## config.mk

```make
export PLATFORM = sky130hd
export DESIGN_NAME = stopwatch_ctrl
export DESIGN_NICKNAME = d
export VERILOG_FILES = /design/src/rtl/stopwatch_ctrl.sv
export SDC_FILE = /design/constraint.sdc
export NUM_CORES = 1
export LEC_CHECK = 0
export CAP_MARGIN = 25
export CORE_AREA = 2 2 39 41
export DETAILED_ROUTE_END_ITERATION = 10
export DIE_AREA = 0 0 41 43
export GPL_ROUTABILITY_DRIVEN = 1
export HOLD_SLACK_MARGIN = 0.03
export SYNTH_ARGS = -nofsm -noshare
export SYNTH_HDL_FRONTEND = slang
export SYNTH_SLANG_ARGS = --single-unit
```

## constraint.sdc

```tcl
create_clock -name clk -period 1.5 [get_ports clk]
set_input_delay 0.15 -clock clk [delete_from_list [all_inputs] [get_ports clk]]
set_output_delay 0.15 -clock clk [all_outputs]
set_load 0.02 [all_outputs]
```

## src/rtl/stopwatch_ctrl.sv

```systemverilog
// rtl/stopwatch_ctrl.sv - stopwatch run/stop/clear/lap control FSM
// Optional lap-hold feature is built only when STOPWATCH_LAP_EN is defined.
module stopwatch_ctrl #(
    parameter int LAP_HOLD_TICKS = 300
) (
    input  logic       clk,
    input  logic       rst,
    input  logic       i_tick,
    input  logic       i_btn_run,
    input  logic       i_btn_clear,
    input  logic       i_btn_lap,
    output logic       o_run,
    output logic       o_clear,
    output logic       o_lap_hold,
    output logic [2:0] o_state
);

    typedef enum logic [2:0] {
        ST_IDLE  = 3'd0,
        ST_RUN   = 3'd1,
        ST_STOP  = 3'd2,
        ST_LAP   = 3'd3,
        ST_CLEAR = 3'd4
    } state_e;

    state_e state_q, state_d;

`ifdef STOPWATCH_LAP_EN
    localparam int CW = $clog2(LAP_HOLD_TICKS + 1);

    logic [CW-1:0] hold_q, hold_d;
    logic          hold_expire;

    assign hold_expire = i_tick && (hold_q == CW'(LAP_HOLD_TICKS - 1));

    always_ff @(posedge clk or posedge rst) begin
        if (rst) begin
            hold_q <= '0;
        end else begin
            hold_q <= hold_d;
        end
    end
`else
    logic unused_lap_inputs;
    assign unused_lap_inputs = i_btn_lap ^ i_tick;
`endif

    always_ff @(posedge clk or posedge rst) begin
        if (rst) begin
            state_q <= ST_IDLE;
        end else begin
            state_q <= state_d;
        end
    end

    // Priority in every state is run > clear > lap; losers are dropped.
    always_comb begin
        state_d = state_q;
`ifdef STOPWATCH_LAP_EN
        hold_d  = '0;
`endif
        case (state_q)
            ST_IDLE: begin
                if (i_btn_run) begin
                    state_d = ST_RUN;
                end else if (i_btn_clear) begin
                    state_d = ST_CLEAR;
                end
            end
            ST_RUN: begin
                if (i_btn_run) begin
                    state_d = ST_STOP;
`ifdef STOPWATCH_LAP_EN
                end else if (i_btn_lap) begin
                    state_d = ST_LAP;
`endif
                end
            end
            ST_STOP: begin
                if (i_btn_run) begin
                    state_d = ST_RUN;
                end else if (i_btn_clear) begin
                    state_d = ST_CLEAR;
                end
            end
`ifdef STOPWATCH_LAP_EN
            ST_LAP: begin
                if (i_btn_run) begin
                    state_d = ST_STOP;
                end else if (i_btn_lap || hold_expire) begin
                    state_d = ST_RUN;
                end else if (i_tick) begin
                    hold_d = hold_q + CW'(1);
                end else begin
                    hold_d = hold_q;
                end
            end
`endif
            ST_CLEAR: state_d = ST_IDLE;
            default:  state_d = ST_IDLE;
        endcase
    end

    assign o_run   = (state_q == ST_RUN) || (state_q == ST_LAP);
    assign o_clear = (state_q == ST_CLEAR);
    assign o_state = state_q;
`ifdef STOPWATCH_LAP_EN
    assign o_lap_hold = (state_q == ST_LAP);
`else
    assign o_lap_hold = 1'b0;
`endif

endmodule

```

==> reports/qor.txt <==
Register area = 75.07 sq um
Cell internal power dissipation = 0.2488 mW
Cells after DPL = 39
Multiplexer share of the synthesized area = 0%
Share of synthesized area occupied by flip-flops and latches = 48.39%
Max Clock Freq = 696.2 MHz
Areal power density over the cells = 1264 nW/um^2
Initial antenna violation count = 0
Compound-Gate Fraction of Synth Area = 6.452%
Post-synthesis instance area = 155.1 sq um
Reg power frac = 31.6%
Total iterations of the first detailed-routing run = 2
Total Wirelength = 320 um
FFs w/ async S/R, synth = 100.0%
Min Clock Period, post-route = 1.436 ns
Number of nets in the layout = 34
Peak ir drop on the vdd network = 0.2985 mV
Post-synth top area cell = sky130_fd_sc_hd__dfrtp_1
Critical path arrival = 1.29 ns
Simple-gate share of the synthesized area = 35.48%
Worst hold path type = in2async
Clock power frac = 39.0%
Number of nets in the synthesized netlist = 21
CP required = 1.35 ns
Period utilisation layout = 95.76%
Skew-Pair Late Insertion Delay = 0.23 ns
Area of the core = 1384 sq um
GRT Total Usage = 5.035%
Placer Congestion = 0.5116
Overall via count from detail_route = 141
Util after Layout = 20.16%
Multi-input gate area = 68.82 sq um
Post-CTS setup buffer count = 0
Largest register FFs = 3
Fin Hold WS = 0.08614 ns
Final Skew = 0.002074 ns
Launching element type of the critical path = register
Max-cap violations = 0
Htree depth = 1
Floorplan die height = 43 um
Initial detailed-routing violation count = 3
Unique cell type count in the Yosys netlist = 12
Logic gate share of total power = 29.5%
Top Ports = 12
Number of synthesized flops with an enable pin = 0
Layout area overhead = 79.84%
Synthesis Warnings = 0
Remaining routing DRC violations = 0
Width of the chip = 41 um
Setup ws final = 0.06361 ns
Endpoint class of the critical path = output port
Area share of the largest cell type after synthesis = 48.39%
Pre-CTS setup slack = 0.07649 ns
Setup CP Type = reg2out
Run status = finished, final reports clean
Number of buffers created by CTS = 3
Dominant cells by area after synthesis = sky130_fd_sc_hd__dfrtp_1, sky130_fd_sc_hd__a21oi_1, sky130_fd_sc_hd__or4b_1, sky130_fd_sc_hd__nor4b_1, sky130_fd_sc_hd__or3b_1
Top delay family on crit path = buffers and inverters
Post-CTS Resized = 2
Vias/cell = 3.279
Unrepaired setup endpoints after global routing = no
Main synth FF type = sky130_fd_sc_hd__dfrtp_1
Cell with the most instances after synthesis = sky130_fd_sc_hd__dfrtp_1
Layout cells sized above 1 = 14.81%
CTS tree = done
Clock-pin slew on the worst setup and hold paths = 0.04 ns
Number of buffers inserted by port buffering = 8
Count of endpoints failing setup in the final report = 0
Clock root buffer = sky130_fd_sc_hd__clkbuf_4
Pins Over Slew Limit = 0
Leak = 0.1214 nW
Synth Area per Inst = 10.34 sq um
Gate Count Post-Synth = 15
Buffers & Inverters on Critical Path = 1
Number of sinks handled by clock tree synthesis = 3
Critical-path cell with the highest stage delay = sky130_fd_sc_hd__clkdlybuf4s50_1
Switching portion of total power = 29.46%
Total of flip-flops plus latches after synthesis = 3
Cell-by-cell trace of the critical path = clkdlybuf4s50_1
Final Hold Viols = 0
Final routed wire length divided by cell count = 7.442 um
Largest driver fanout on the critical path = 8
Count of standard-cell rows = 14
Commonest cells in the synthesized netlist = sky130_fd_sc_hd__dfrtp_1, sky130_fd_sc_hd__a21oi_1
Switching Power = 0.1039 mW
Synthesized-area fraction occupied by adder cells = 0%
Fillers = 161
Remaining number of nets flagged by the antenna check after routing = 0
Dominant combinational cell family by area after synthesis = simple AND/OR/NAND/NOR gates
Setup TNS = 0 ns
Hold-fix buffers, CTS = 0
Leftover overflow at the end of global routing = 0
XOR/XNOR share of the synthesized area = 0%
Maximum root-to-sink buffer count = 2
Count of antenna diodes in the layout = 0
Post-Layout Cell Count = 43
First-pass GRT wire length = 524 um
Die Area = 1763 sq um
Largest net degree at the start of global routing = 9
CP peak stage delay = 0.63 ns
Starting Density = 11.21%
Vias in the first global route = 141
[placed cells by master, fill, tap and decap left out]
master,netlist,layout
sky130_fd_sc_hd__a21oi_1,2,2
sky130_fd_sc_hd__buf_4,1,1
sky130_fd_sc_hd__clkbuf_1,0,1
sky130_fd_sc_hd__clkbuf_4,0,3
sky130_fd_sc_hd__clkdlybuf4s50_1,0,6
sky130_fd_sc_hd__conb_1,1,1
sky130_fd_sc_hd__dfrtp_1,3,3
sky130_fd_sc_hd__dlygate4sd2_1,0,2
sky130_fd_sc_hd__inv_1,1,1
sky130_fd_sc_hd__nand2b_1,1,1
sky130_fd_sc_hd__nand3b_1,1,1
sky130_fd_sc_hd__nor2b_1,1,1
sky130_fd_sc_hd__nor3b_1,1,1
sky130_fd_sc_hd__nor4b_1,1,1
sky130_fd_sc_hd__or3b_1,1,1
sky130_fd_sc_hd__or4b_1,1,1
[layer usage]
metal / global-route usage (%) / share of wire, % / vias to the layer above
li1: - / - / 74
met1: 5.844 / 43 / 62
met2: 5.313 / 46 / 5
met3: 1.571 / 10 / 0
met4: 8.000 / 0 / 0
met5: 0 / 0 / -
[final cells by class]
| type | instances | area share [%] |
|---|---|---|
| clock buffer | 4 | 9.417 |
| inverter | 1 | 1.345 |
| multi-input combinational | 10 | 24.66 |
| sequential | 3 | 26.91 |
| tap | 16 | 7.175 |
| timing repair buffer | 9 | 30.49 |
[power by group through the flow]
stage | combinational (mW) | sequential (mW) | clock, mW
finish | 0.104 | 0.111 | 0.137
global route | 0.112 | 0.115 | 0.153
CTS | 0.106 | 0.112 | 0.145
detailed placement | 0.112 | 0.113 | 0
global placement | 0.111 | 0.113 | 0
floorplan | 0.0412 | 0.126 | 0
[path summary, 6_finish.rpt]
kind / startpoint / to / slack, ns / depth (start not counted)
max in group asynchronous: rst / o_state[1]$_DFFE_PP0P_ / 1.28 / 2
min in group clk: o_state[2]$_DFFE_PP0P_ / o_state[0]$_DFFE_PP0P_ / 0.51 / 1
max reg2reg: o_state[0]$_DFFE_PP0P_ / o_state[1]$_DFFE_PP0P_ / 0.28 / 2
min: rst / o_state[2]$_DFFE_PP0P_ / 0.09 / 2
max: o_state[0]$_DFFE_PP0P_ / o_state[0] / 0.06 / 1
min reg2reg: o_state[2]$_DFFE_PP0P_ / o_state[0]$_DFFE_PP0P_ / 0.51 / 1
[kinds of logic (layout without fill, tap and decap cells)]
family                 count (synthesis)  count (layout)
AOI/OAI and AO/OA                      2               2
buffers and inverters                  2              14
DFF                                    3               3
other                                  1               1
and+or+nand+nor                        7               7
[through the flow]
stage,power (mW),area [sq um]
2_1_floorplan,0.1671,155.1
4_1_cts,0.3626,279.0
3_5_place_dp,0.2245,255.2
5_1_grt,0.3802,279.0
3_3_place_gp,0.2246,255.2
6_report,0.3526,279.0
Power figures use the tool's default switching activity.
